--- src/rtl/uart_pkg.sv ---
// Shared UART framing definitions for the multiplier transmitter and the
// product receiver, so both ends agree on the bit period and the frame format.
package uart_pkg;

    localparam int DEFAULT_CLKS_PER_BIT = 4;
    localparam int DATA_BITS            = 8;

    typedef enum logic [2:0] {
        IDLE  = 3'd0,
        START = 3'd1,
        DATA  = 3'd2,
        STOP  = 3'd3,
        BREAK = 3'd4
    } uart_state_e;

endpackage

--- src/rtl/product_uart_rx_sync2.sv ---
// Two-flop synchroniser for an asynchronous single-bit input; both flops
// reset to RESET_VAL so the synchronised line starts in a known state.
module sync2 #(
    parameter logic RESET_VAL = 1'b1
) (
    input  logic clk_i,
    input  logic rst_i,
    input  logic d_i,
    output logic q_o
);

    logic meta_q;
    logic sync_q;

    // Two-stage capture of the asynchronous input
    always_ff @(posedge clk_i or posedge rst_i) begin
        if (rst_i) begin
            meta_q <= RESET_VAL;
            sync_q <= RESET_VAL;
        end else begin
            meta_q <= d_i;
            sync_q <= meta_q;
        end
    end

    assign q_o = sync_q;

endmodule

--- src/rtl/product_uart_rx.sv ---
// 8N1 UART receiver that recovers the multiplier product from its serial
// output, sampling each bit at mid-bit from a programmable bit period.
module product_uart_rx #(
    parameter int CLKS_PER_BIT = uart_pkg::DEFAULT_CLKS_PER_BIT,
    parameter int DATA_BITS    = uart_pkg::DATA_BITS
) (
    input  logic                 CLK,
    input  logic                 rst,
    input  logic                 rx,
    output logic [DATA_BITS-1:0] product,
    output logic                 valid,
    output logic                 frame_err,
    output logic                 busy
);

    import uart_pkg::*;

    localparam int TIMER_W = $clog2(CLKS_PER_BIT);
    localparam int IDX_W   = $clog2(DATA_BITS);
    localparam logic [TIMER_W-1:0] HALF_CNT = TIMER_W'(CLKS_PER_BIT / 2 - 1);
    localparam logic [TIMER_W-1:0] FULL_CNT = TIMER_W'(CLKS_PER_BIT - 1);
    localparam logic [IDX_W-1:0]   LAST_IDX = IDX_W'(DATA_BITS - 1);

    uart_state_e          state_q,   state_d;
    logic [TIMER_W-1:0]   timer_q,   timer_d;
    logic [IDX_W-1:0]     bit_idx_q, bit_idx_d;
    logic [DATA_BITS-1:0] shift_q,   shift_d;
    logic [DATA_BITS-1:0] product_q, product_d;
    logic                 valid_q,   valid_d;
    logic                 frame_err_q, frame_err_d;
    logic                 busy_q,    busy_d;
    logic                 rxs_s;
    logic                 half_tick_s;
    logic                 bit_tick_s;

    sync2 #(
        .RESET_VAL (1'b1)
    ) u_rx_sync (
        .clk_i (CLK),
        .rst_i (rst),
        .d_i   (rx),
        .q_o   (rxs_s)
    );

    assign half_tick_s = (timer_q == HALF_CNT);
    assign bit_tick_s  = (timer_q == FULL_CNT);

    // State register
    always_ff @(posedge CLK or posedge rst) begin
        if (rst) begin
            state_q <= IDLE;
        end else begin
            state_q <= state_d;
        end
    end

    // Next-state logic; a high line at mid start bit is treated as a glitch
    always_comb begin
        state_d = state_q;
        case (state_q)
            IDLE: begin
                if (!rxs_s) state_d = START;
                else        state_d = IDLE;
            end
            START: begin
                if (half_tick_s) state_d = rxs_s ? IDLE : DATA;
                else             state_d = START;
            end
            DATA: begin
                if (bit_tick_s && (bit_idx_q == LAST_IDX)) state_d = STOP;
                else                                       state_d = DATA;
            end
            STOP: begin
                if (bit_tick_s) state_d = rxs_s ? IDLE : BREAK;
                else            state_d = STOP;
            end
            BREAK: begin
                if (rxs_s) state_d = IDLE;
                else       state_d = BREAK;
            end
            default: state_d = IDLE;
        endcase
    end

    // Bit timer, bit index, shift register and product holding register
    always_comb begin
        timer_d   = timer_q;
        bit_idx_d = bit_idx_q;
        shift_d   = shift_q;
        product_d = product_q;
        case (state_q)
            IDLE: begin
                timer_d   = TIMER_W'(0);
                bit_idx_d = IDX_W'(0);
            end
            START: begin
                if (half_tick_s) begin
                    timer_d   = TIMER_W'(0);
                    bit_idx_d = IDX_W'(0);
                end else begin
                    timer_d = timer_q + TIMER_W'(1);
                end
            end
            DATA: begin
                if (bit_tick_s) begin
                    timer_d   = TIMER_W'(0);
                    shift_d   = {rxs_s, shift_q[DATA_BITS-1:1]};
                    bit_idx_d = bit_idx_q + IDX_W'(1);
                end else begin
                    timer_d = timer_q + TIMER_W'(1);
                end
            end
            STOP: begin
                if (bit_tick_s) begin
                    timer_d = TIMER_W'(0);
                    if (rxs_s) product_d = shift_q;
                    else       product_d = product_q;
                end else begin
                    timer_d = timer_q + TIMER_W'(1);
                end
            end
            BREAK:   timer_d = TIMER_W'(0);
            default: timer_d = TIMER_W'(0);
        endcase
    end

    // Output decode; pulses are registered so they align with the IDLE return
    always_comb begin
        valid_d     = 1'b0;
        frame_err_d = 1'b0;
        if ((state_q == STOP) && bit_tick_s) begin
            valid_d     = rxs_s;
            frame_err_d = ~rxs_s;
        end else begin
            valid_d     = 1'b0;
            frame_err_d = 1'b0;
        end
        busy_d = (state_d != IDLE);
    end

    // Datapath and output registers
    always_ff @(posedge CLK or posedge rst) begin
        if (rst) begin
            timer_q     <= TIMER_W'(0);
            bit_idx_q   <= IDX_W'(0);
            shift_q     <= DATA_BITS'(0);
            product_q   <= DATA_BITS'(0);
            valid_q     <= 1'b0;
            frame_err_q <= 1'b0;
            busy_q      <= 1'b0;
        end else begin
            timer_q     <= timer_d;
            bit_idx_q   <= bit_idx_d;
            shift_q     <= shift_d;
            product_q   <= product_d;
            valid_q     <= valid_d;
            frame_err_q <= frame_err_d;
            busy_q      <= busy_d;
        end
    end

    assign product   = product_q;
    assign valid     = valid_q;
    assign frame_err = frame_err_q;
    assign busy      = busy_q;

endmodule

--- config.mk ---
export PLATFORM = sky130hd
export DESIGN_NAME = product_uart_rx
export DESIGN_NICKNAME = d
export VERILOG_FILES = /design/src/rtl/uart_pkg.sv /design/src/rtl/product_uart_rx_sync2.sv /design/src/rtl/product_uart_rx.sv
export SDC_FILE = /design/constraint.sdc
export NUM_CORES = 1
export LEC_CHECK = 0
export CAP_MARGIN = 20
export CELL_PAD_IN_SITES_DETAIL_PLACEMENT = 0
export CELL_PAD_IN_SITES_GLOBAL_PLACEMENT = 2
export CORE_ASPECT_RATIO = 1.25
export CORE_UTILIZATION = 33
export DETAILED_ROUTE_END_ITERATION = 8
export GPL_TIMING_DRIVEN = 0
export PLACE_DENSITY_LB_ADDON = 0.1
export SLEW_MARGIN = 20
export SYNTH_ARGS = -nofsm -noshare
export SYNTH_HDL_FRONTEND = slang
export SYNTH_SLANG_ARGS = --single-unit
--- constraint.sdc ---
create_clock -name CLK -period 1.66 [get_ports CLK]
set_clock_uncertainty 0.2 [all_clocks]
set_input_delay 0.166 -clock CLK [delete_from_list [all_inputs] [get_ports CLK]]
set_output_delay 0.166 -clock CLK [all_outputs]
set_load 0.01 [all_outputs]
==> reports/qor.yml, run 1 <==
logic_synthesis:
  seq_area_frac_synth_pct: 59.8
  synth_cell_types: 25
  synthesis.nets: 102
  ys_warn_count: 0
  syn-mean-instance-area_um2: 13.0
  synth_seq_cells: 29
  synth_cells: 94
  synth.cell_area_mm2: 0.00122
sta:
  rsz0062_at_grt: "yes"
  fmax_ghz: 0.593
  period_share_pct: 102
  slew_viol_final: 0
  setup_viol: 7
  hold_violations: 0
  final.setup.tns_ns: -0.191
  maxSlewHeadroom_pct: 60.7
  period_needed_ns: 1.69
  tightest_slew_ns: 0.588
  worst_slack_ns: -0.0277
floorplanning:
  fp.dieArea_mm2: 0.00394
  rows: 24
  coreArea_mm2: 0.00351
  start_util_pct: 34.7
  fp.dieH_um: 69.9
  fp.dieW_um: 56.3
  io_pins: 14
routing:
  via_count: 785
  drc: 0
  ant_nets: 0
  dr.pass1.iters: 4
  wl_per_cell_um: 13.3
  viasPerCell: 4.85
  finalWirelength_um: 2150
  first_iter_violations: 9
cells_and_area:
  final_cell_mix: "25 x dfrtp_1, 13 x clkdlybuf4s50_1, 9 x mux2_4"
  area_growth_pct: 35.9
  antenna_cells: 0
  final_nets: 130
  final_common_cell: "dfrtp_1"
  fin_area_mm2: 0.00165
  drive_gt1_share_pct: 39.8
grt:
  antenna_found_initial: 0
  grt_pass1_wl_um: 3890
  grt_max_degree: 30
  first_global_vias: 843
  gr-total-overflow: 0
  grt_use_total_pct: 13.5
cts:
  cts.sinks: 29
  clk_pin_slew_ns: 0.06
  cts_buffer_depth: 2
  root_buffer: "clkbuf_8"
  clk_latency_ns: 0.28
  cts_buffers: 5
  cts_tree: "built"
  htreeDepth: 2
  postCtsHoldBufs: 0
place:
  io_buffers: 13
  dp_hpwl_um: 1370
  place_area_mm2: 0.00143
  post-place-ws_ns: -0.330
  place.gp.congestion: 0.711
worst_setup_path:
  cp-end-kind: "flip-flop"
  crit_path_max_fanout: 9
  crit_path_top_delay_cell: "dfrtp_2"
  arrival_ns: 1.65
  worstPathRequired_ns: 1.62
  start_kind: "flip-flop"
  cpPeakStageDelay_ns: 0.44
  crit_type: "reg2reg"
  crit_chain: "ha_4 -> nor2b_4 -> nand4_1 -> buf_6 -> mux2_2"
power_and_ir_drop:
  p_leak_nw: 0.753
  clkPwrFrac_pct: 20.9
  p_sw_share_pct: 31.1
  power.internal_mw: 1.92
  power.switching_mw: 0.864
  combPwrFrac_pct: 39.9
  p_seq_share_pct: 39.1
  power.density_mw_per_mm2: 1680
  power.total_mw: 2.78
  ir_drop_mv: 0.902
status:
  violations: "negative setup slack"
  status: "finished, violations left"
worst_hold_path:
  worstHoldPathType: "in2async"
flow_run:
  drv_cap: 0
layout make-up:
class	count	area, um2
multi-input cells	55	534
well taps	39	48.8
repair buffers	21	198
fillers	335	1860
flip-flops and latches	29	731
clock buffers	8	90.1
plain buffers	3	23.8
inverters	7	28.8
stage by stage:
step / util [%] / cells / hold WS, ns
after floorplan: - / 94 / -0.0295
after global placement: 40.6 / 146 / 0.147
after detailed placement: 40.6 / 146 / 0.148
after CTS: 45.3 / 158 / 0.0827
after global routing: 47.1 / 162 / 0.0981
final: 47.1 / 162 / 0.0743
critical path, delay by kind of cell (launching register included):
| family | cells | cell delay [ns] |
|---|---|---|
| buffers and inverters | 1 | 0.16 |
| DFF | 1 | 0.44 |
| adders and majority gates | 1 | 0.20 |
| muxes | 1 | 0.33 |
| and+or+nand+nor | 2 | 0.23 |
cell usage after synthesis:
cell / n / area [um2]
inv_2: 1 / 3.75
a211oi_1: 1 / 7.51
buf_2: 1 / 5.00
clkbuf_1: 1 / 3.75
nor2b_1: 2 / 12.5
o31ai_1: 2 / 15.0
nor2_1: 6 / 22.5
nor4_4: 1 / 21.3
o21ai_0: 5 / 25.0
a311oi_1: 1 / 8.76
dfrtp_1: 27 / 676
nand3_1: 1 / 5.00
a2bb2oi_1: 1 / 8.76
dfstp_2: 2 / 52.6
nand4_1: 1 / 6.26
nor4bb_1: 1 / 10.0
a31oi_1: 2 / 12.5
or3_1: 1 / 6.26
buf_6: 1 / 11.3
nand2_1: 5 / 18.8
a21oi_1: 2 / 10.0
mux2_2: 16 / 180
ha_1: 5 / 62.6
nor3_1: 2 / 10.0
inv_1: 6 / 22.5
repair_timing:
item                                    in CTS  in global routing
endpoints found under the setup margin      20                 20
pin swaps                                    2                  4
buffers inserted                             4                  4
resized for setup                           12                 12
gates cloned                                 0                  0
final timing paths:
kind | startpoint | to | slack [ns] | cells after the start
worst max-delay path | timer_q[0]$_DFF_PP0_ | product[5]$_DFFE_PP0P_ | -0.03 | 5
worst max register to register | timer_q[0]$_DFF_PP0_ | product[5]$_DFFE_PP0P_ | -0.03 | 5
worst min-delay path | rst | state_q[2]$_DFF_PP0_ | 0.07 | 2
worst min register to register | u_rx_sync.meta_q$_DFF_PP1_ | u_rx_sync.q_o$_DFF_PP1_ | 0.15 | 0
min in group CLK | rx | u_rx_sync.meta_q$_DFF_PP1_ | 0.10 | 1
max in group asynchronous | rst | timer_q[1]$_DFF_PP0_ | 0.76 | 2
power by group through the flow:
stage,sequential [mW],combinational [mW],clock [mW]
after floorplan,1.08,0.585,0
after global placement,1.08,0.862,0
after detailed placement,1.09,0.858,0
after CTS,1.08,0.998,0.621
after global routing,1.12,1.23,0.647
final,1.09,1.11,0.583
routing by layer:
layer | up-vias | track usage (%) | routed length, um
li1 | 379 | - | -
met3 | 4 | 5.93 | 83
met4 | 0 | 8.13 | 46
met2 | 9 | 19.4 | 991
met1 | 393 | 16.4 | 1030
met5 | - | 0 | 0
logic make-up after synthesis:
| group | after synthesis | synth area share [%] |
|---|---|---|
| flip-flops | 29 | 59.8 |
| AO/OA/AOI/OAI | 14 | 7.19 |
| adder cells (fa/ha/maj) | 5 | 5.14 |
| multiplexers | 16 | 14.8 |
| buffers and inverters | 10 | 3.80 |
| AND/OR/NAND/NOR | 20 | 9.25 |
flip-flops by register name (all words and copies together) (netlist names):
register          cells
state_q               3
product               8
shift_q               8
valid                 1
u_rx_sync.meta_q      1
timer_q               2
busy                  1
frame_err             1
u_rx_sync.q_o         1
bit_idx_q             3
No activity file was read; power rests on OpenSTA's default activity.
==> inputs of run 2 (changes only) <==
--- a/config.mk
+++ b/config.mk
@@ -8,7 +8,6 @@
 export CAP_MARGIN = 20
 export CELL_PAD_IN_SITES_DETAIL_PLACEMENT = 0
 export CELL_PAD_IN_SITES_GLOBAL_PLACEMENT = 2
-export CORE_ASPECT_RATIO = 1.25
 export CORE_UTILIZATION = 33
 export DETAILED_ROUTE_END_ITERATION = 8
 export GPL_TIMING_DRIVEN = 0
==> run 2 against run 1 <==
- count of clock-buffer cells in the layout decreased by 2
- critical path type unchanged
- first-iteration DRC count rose to 2.6 times the previous value
- utilization up 0.39 points
- sequential power about the same
- die area about the same
- the flow still finishes with violations (negative setup slack)
- clock power decreased by 6.0%
==> reports/qor.yml, run 2 (synthesized netlist as in run 1, its figures left out) <==
status:
  status: "finished, violations left"
  violations: "negative setup slack"
grt:
  gr-total-overflow: 0
  grt_use_total_pct: 13.1
  grt_pass1_wl_um: 3860
  first_global_vias: 817
  antenna_found_initial: 0
  grt_max_degree: 30
place:
  dp_hpwl_um: 1320
  io_buffers: 13
  place_area_mm2: 0.00144
  place.gp.congestion: 0.701
cts:
  clk_latency_ns: 0.27
  clk_pin_slew_ns: 0.07
  cts_buffer_depth: 2
  cts_buffers: 5
  cts.sinks: 29
  htreeDepth: 2
  root_buffer: "clkbuf_8"
  cts_tree: "built"
floorplanning:
  fp.dieArea_mm2: 0.00394
  coreArea_mm2: 0.00344
  start_util_pct: 35.4
  fp.dieH_um: 62.7
  io_pins: 14
  fp.dieW_um: 62.7
  rows: 21
power_and_ir_drop:
  p_leak_nw: 0.754
  power.density_mw_per_mm2: 1620
  ir_drop_mv: 0.839
cells_and_area:
  area_growth_pct: 34.2
  antenna_cells: 0
  final_cell_mix: "27 x dfrtp_1, 13 x clkdlybuf4s50_1, 8 x mux2_2, 8 x mux2_4, 6 x nor2_1"
  final_nets: 129
  fillers: 335
  final_common_cell: "dfrtp_1"
  fin_area_mm2: 0.00163
  drive_gt1_share_pct: 36.1
  post-route-util_pct: 47.5
routing:
  ant_nets: 0
  via_count: 792
  wl_per_cell_um: 13.3
  first_iter_violations: 23
  dr.pass1.iters: 4
  finalWirelength_um: 2230
  viasPerCell: 4.71
  drc: 0
sta:
  fmax_ghz: 0.557
  slew_viol_final: 0
  final.setup.tns_ns: -1.63
  maxSlewHeadroom_pct: 60.6
  rsz0062_at_grt: "yes"
  setup_viol: 18
  tightest_slew_ns: 0.590
  period_share_pct: 108
  fin_hold_ws_ns: 0.0752
  worst_slack_ns: -0.134
  period_needed_ns: 1.79
  hold_violations: 0
worst_setup_path:
  crit_path_max_fanout: 9
  start_kind: "flip-flop"
  cpPeakStageDelay_ns: 0.42
  worstPathRequired_ns: 1.61
  crit_type: "reg2reg"
  arrival_ns: 1.75
  crit_chain: "ha_4 -> nor2b_4 -> nor4_4 -> buf_12 -> mux2_2"
  cp-end-kind: "flip-flop"
  crit_path_top_delay_cell: "dfrtp_1"
flow_run:
  drv_cap: 0
worst_hold_path:
  worstHoldPathType: "in2async"
-- run 2: cell count changes in the layout (fill, tap and decap cells not counted), moves of 2 or more --
cell | previous run | this run
buf_4 | 7 | 4
clkinv_2 | 0 | 2
dfrtp_2 | 2 | 0
dfrtp_1 | 25 | 27
-- run 2: metal layers --
layer	part of all wire [%]	vias to the layer above	routed length [um]	track usage [%]
li1	-	383	-	-
met1	52	388	1150	17.9
met2	44	19	979	19.4
met3	3.5	2	79	3.83
met4	0.67	0	15	5.23
met5	0	-	0	0
-- run 2: critical path, delay by kind of cell (launching register included) --
kind                     cells  cell delay, ns
adder cells (fa/ha/maj)      1            0.20
buffers and inverters        1            0.17
flip-flops                   1            0.42
multiplexers                 1            0.33
AND/OR/NAND/NOR              2            0.36
-- run 2: cell type report --
class | count | area (um2) | share of cell area (%)
clock inverter | 2 | 10.0 | 0.613
multi-input combinational | 55 | 517 | 31.6
clock buffer | 6 | 72.6 | 4.44
timing repair buffer | 20 | 203 | 12.4
buffer | 3 | 20.0 | 1.23
tap | 46 | 57.6 | 3.52
sequential | 29 | 728 | 44.6
inverter | 7 | 26.3 | 1.61
-- run 2: through the flow --
step | setup WS (ns) | total power, mW | instances
2_1_floorplan | -0.0517 | 1.67 | 94
3_3_place_gp | -0.336 | 1.93 | 153
3_5_place_dp | -0.342 | 1.94 | 153
4_1_cts | -0.119 | 2.64 | 168
5_1_grt | -0.175 | 2.83 | 168
6_report | -0.134 | 2.65 | 168
-- run 2: final timing paths --
path / startpoint / endpoint / slack, ns / cells past startpoint
worst max-delay path: timer_q[0]$_DFF_PP0_ / shift_q[5]$_DFFE_PP0P_ / -0.13 / 5
worst min-delay path: rst / bit_idx_q[1]$_DFFE_PP0P_ / 0.08 / 2
worst max register to register: timer_q[0]$_DFF_PP0_ / shift_q[5]$_DFFE_PP0P_ / -0.13 / 5
worst min register to register: u_rx_sync.meta_q$_DFF_PP1_ / u_rx_sync.q_o$_DFF_PP1_ / 0.16 / 0
max in group asynchronous: rst / busy$_DFF_PP0_ / 0.79 / 2
min in group CLK: rx / u_rx_sync.meta_q$_DFF_PP1_ / 0.09 / 1
-- run 2: report_power, final --
group | leakage, nW | internal, mW | switching [mW]
registers | 0.373 | 0.923 | 0.147
clock network | 0.0450 | 0.290 | 0.258
logic | 0.336 | 0.581 | 0.447
total | 0.754 | 1.79 | 0.852
-- run 2: timing repair --
action                     4_1_cts  5_1_grt
gates cloned                     1        0
resized for setup               12        3
pin swaps                        1        0
setup endpoints to repair       21       20
hold buffers                     0        0
buffers inserted                 6        0
==> inputs of run 3 (changes only) <==
--- a/config.mk
+++ b/config.mk
@@ -15,4 +15,5 @@
 export SLEW_MARGIN = 20
 export SYNTH_ARGS = -nofsm -noshare
 export SYNTH_HDL_FRONTEND = slang
+export SYNTH_HIERARCHICAL = 1
 export SYNTH_SLANG_ARGS = --single-unit
==> run 3 against run 2 <==
- the flow now finishes without violations
- first-iteration DRC count is 65% higher
- worst hold slack lost 0.0074 ns
- non-clock buffer count shrank 4
- largest power group unchanged
- maximum frequency is 9.2% higher
==> reports/qor.yml, run 3 <==
status:
  status: "finished, final reports clean"
worst_setup_path:
  crit_type: "reg2reg"
  arrival_ns: 1.59
  start_kind: "flip-flop"
  path_buf_inv: 0
  path_depth: 6
  worstPathRequired_ns: 1.61
  crit_path_top_delay_cell: "dfrtp_1"
  worst-r2r-cell-count: 6
  crit_family: "flip-flops"
  cp-end-kind: "flip-flop"
  crit_path_max_fanout: 2
  crit_chain: "ha_2 -> ha_4 -> and3b_1 -> a211oi_2 -> or3_4 -> o221ai_2"
  cpPeakStageDelay_ns: 0.38
place:
  place.gp.congestion: 0.674
  io_buffers: 13
  place_area_mm2: 0.00142
  dp_hpwl_um: 1330
  dpl.cell_count: 155
floorplanning:
  fp.dieW_um: 63.1
  io_pins: 14
  start_util_pct: 35.6
  rows: 21
  fp.dieArea_mm2: 0.00399
  fp.dieH_um: 63.1
  coreArea_mm2: 0.00347
cells_and_area:
  final_common_cell: "dfrtp_1"
  post-route-util_pct: 46.6
  stdcell_count: 168
  final_nets: 129
  antenna_cells: 0
  final_cell_mix: "26 x dfrtp_1, 16 x mux2_2, 13 x clkdlybuf4s50_1"
  drive_gt1_share_pct: 38.5
  area_growth_pct: 30.9
  fin_area_mm2: 0.00162
logic_synthesis:
  synth-edff-count: 0
  synth.cell_area_mm2: 0.00123
  synth_largest_area_cell: "dfrtp_1"
  async_flop_share_pct: 100
  seq_area_frac_synth_pct: 59.0
  synth_top_area_share_pct: 54.8
  synth_cell_types: 21
  synth_cells: 96
  synth_common_cells: "27 x dfrtp_1, 16 x mux2_2, 12 x inv_1"
  synth.area.top_cells: "dfrtp_1 55%, mux2_2 15%, ha_1 5.1%, dfstp_2 4.3%, inv_1 3.7%"
  synthesis.nets: 104
  synth_seq_cells: 29
  synth_ff_type: "dfrtp_1"
  synth_most_common_cell: "dfrtp_1"
  ys_warn_count: 6
  syn-mean-instance-area_um2: 12.9
routing:
  via_count: 758
  drc: 0
  ant_nets: 0
  viasPerCell: 4.51
  finalWirelength_um: 1990
  dr.pass1.iters: 4
  wl_per_cell_um: 11.8
  first_iter_violations: 38
sta:
  hold_violations: 0
  period_needed_ns: 1.64
  period_share_pct: 99.0
  rsz0062_at_grt: "yes"
  final.setup.tns_ns: 0
  setup_viol: 0
  maxSlewHeadroom_pct: 63.5
  slew_viol_final: 0
  fmax_ghz: 0.609
  tightest_slew_ns: 0.547
power_and_ir_drop:
  ir_drop_mv: 0.630
  p_leak_nw: 0.762
  power.total_mw: 2.10
  power.density_mw_per_mm2: 1300
cts:
  cts_buffer_depth: 2
  clk_latency_ns: 0.27
  cts.sinks: 29
  postCtsHoldBufs: 0
  cts_buffers: 5
  htreeDepth: 2
  clk_pin_slew_ns: 0.06
  root_buffer: "clkbuf_8"
  cts_tree: "built"
grt:
  grt_use_total_pct: 12.4
  grtUsageMet3_pct: 4.35
  antenna_found_initial: 0
  grt_max_degree: 28
  use_met1_pct: 15.7
  gr-total-overflow: 0
  globalRouteMet2Util_pct: 18.5
  first_global_vias: 824
  grt_pass1_wl_um: 3670
  top_usage_layer: "met2"
worst_hold_path:
  worstHoldPathType: "in2async"
flow_run:
  drv_cap: 0
## run 3: changes by cell type after synthesis, moves of 2 or more
cell	before	now
inv_1	6	12
o21ai_0	5	1
mux2i_1	0	3
a21oi_1	2	4
nand2b_1	0	2
nor2_4	0	2
nor2b_1	2	0
nor3_1	2	4
o31ai_1	2	0
## run 3: through the flow
stage                     setup slack [ns]  hold WS, ns
after floorplan                     0.0288       -0.123
after global placement              -0.175        0.149
after global routing               -0.0558        0.100
after detailed placement            -0.135        0.147
final                               0.0167       0.0677
after CTS                          0.00258       0.0427
## run 3: cell families after synthesis
kind of cell | Yosys count | share of synthesized area, %
compound gates | 9 | 4.36
fa+ha+maj | 5 | 5.07
buf+inv | 13 | 4.06
flops | 29 | 59.0
mux | 19 | 17.0
simple gates | 21 | 10.4
## run 3: path summary, 6_finish.rpt
kind,startpoint,end,slack [ns]
worst max-delay path,bit_idx_q[1]$_DFFE_PP0P_,busy$_DFF_PP0_,0.02
worst min-delay path,rst,u_rx_sync/q_o$_DFF_PP1_,0.07
worst max register to register,bit_idx_q[1]$_DFFE_PP0P_,busy$_DFF_PP0_,0.02
worst min register to register,u_rx_sync/meta_q$_DFF_PP1_,u_rx_sync/q_o$_DFF_PP1_,0.15
max in group asynchronous,rst,state_q[2]$_DFF_PP0_,0.77
min in group CLK,rx,u_rx_sync/meta_q$_DFF_PP1_,0.10
## run 3: area by class of cell
class | count | area, um2
buffer | 1 | 5.00
clock buffer | 6 | 72.6
clock inverter | 2 | 10.0
fill | 336 | 1850
inverter | 12 | 45.0
multi-input combinational | 54 | 515
sequential | 29 | 729
tap | 46 | 57.6
timing repair buffer | 18 | 180
## run 3: timing repair
action | in CTS | in global routing
pin swaps | 3 | 5
endpoints found under the hold margin | 0 | 0
resized for setup | 5 | 8
setup buffers | 3 | 2
endpoints found under the setup margin | 18 | 20
## run 3: metal layers
layer  share of wire, %  wire length, um
met5                  0                0
met3                3.3               65
met2                 47              937
met4                1.6               31
met1                 48              954
## run 3: where the power goes
group / total, mW / switching (mW) / internal (mW)
Clock: 0.531 / 0.242 / 0.289
Combinational: 0.641 / 0.315 / 0.326
Sequential: 0.925 / 0.102 / 0.822
==> edit (config.mk and constraints of run 3) <==
`RESET_VAL` is set to 1'b1 in 2 places; all go to 1'b0.
--- a/src/rtl/product_uart_rx_sync2.sv
+++ b/src/rtl/product_uart_rx_sync2.sv
@@ -3,3 +3,3 @@
 module sync2 #(
-    parameter logic RESET_VAL = 1'b1
+    parameter logic RESET_VAL = 1'b0
 ) (
--- a/src/rtl/product_uart_rx.sv
+++ b/src/rtl/product_uart_rx.sv
@@ -36,3 +36,3 @@
     sync2 #(
-        .RESET_VAL (1'b1)
+        .RESET_VAL (1'b0)
     ) u_rx_sync (
Behaviour: not the same (a bounded check fails within 4 cycles, from zero or initial values and one cycle with rst high).
==> edit against run 3 <==
  * Sequential cell count unchanged
  * Routed wire length is 6.5% higher
  * Area after synthesis shrank 0.20%
  * Fmax shrank 0.91%
  * First-iteration DRC count decreased by 63%
  * Clock power grew 41%
  * Design area grew 2.5%
  * Power increased by 12%
  * Synthesized cell count unchanged
  * Setup slack got worse by 0.015 ns
==> edit: results (changes against run 3) <==
[sta]
fmax_mhz = 603  ; -0.91%
slew_headroom = 0.622  ; -0.0132
holdWs_ns = 0.0845  ; +0.0168 ns

[pwr]
ir_worst_vdd_uv = 629  ; -0.24%
combPwrFrac = 0.286  ; -0.020
pg_comb_uw = 669  ; +4.4%
powerClk_uw = 749  ; +41%
leakage_uw = 0.000780  ; +2.4%

[synthesis]
muxShareOfSynthArea = 0.171  ; +0.000346
avgSynthCellArea_um2 = 12.8  ; -0.20%
synth.distinct_cells = 20  ; -4.8%
synth_common_cells = dfrtp_1 (29), mux2_2 (16), inv_1 (12)

[grt]
grtUsageMet3 = 0.0453  ; +0.00181
grt_util_met1 = 0.159  ; +0.00219
grt_pass1_vias = 764  ; -7.3%

[placement]
placed_area_um2 = 1420  ; -0.18%
place_ws_ns = -0.128  ; +0.00734 ns

[finish]
layoutNonFillerInstCount = 170  ; +1.2%
fillers = 307  ; -8.6%
drive_gt1_frac = 0.371  ; -0.0143

[detailed_routing]
wl_met2_um = 1000  ; +6.9%
dr.pass1.iters = 3  ; -1
viasPerCell = 4.58  ; +1.4%
wl_per_cell_um = 12.5  ; +5.3%

[setup_path]
ff2ff_setup_slack_ns = 0.002  ; -0.02 ns
arrival_ns = 1.61  ; +0.02 ns

[clocking]
postCtsSetupBuffers = 2  ; -1

[status]
outcome = complete, no violations

[edit: path summary, 6_finish.rpt]
kind                       cells past startpoint                       start                    endpoint
setup / recovery                               6    bit_idx_q[0]$_DFFE_PP0P_              busy$_DFF_PP0_
hold / removal                                 2                         rst              busy$_DFF_PP0_
setup reg to reg                               6    bit_idx_q[0]$_DFFE_PP0P_              busy$_DFF_PP0_
hold reg to reg                                0  u_rx_sync/meta_q$_DFF_PP0_     u_rx_sync/q_o$_DFF_PP0_
max in group asynchronous                      3                         rst  u_rx_sync/meta_q$_DFF_PP0_
min in group CLK                               1                          rx  u_rx_sync/meta_q$_DFF_PP0_
[edit: final cells by class]
type	count	area, um2	area share
Clock inverter	1	30.0	0.0181
Inverter	12	45.0	0.0272
Timing Repair Buffer	19	178	0.107
Sequential cell	29	727	0.439
Tap cell	46	57.6	0.0348
Multi-Input combinational cell	55	527	0.318
Clock buffer	7	86.3	0.0522
Buffer	1	5.00	0.00302
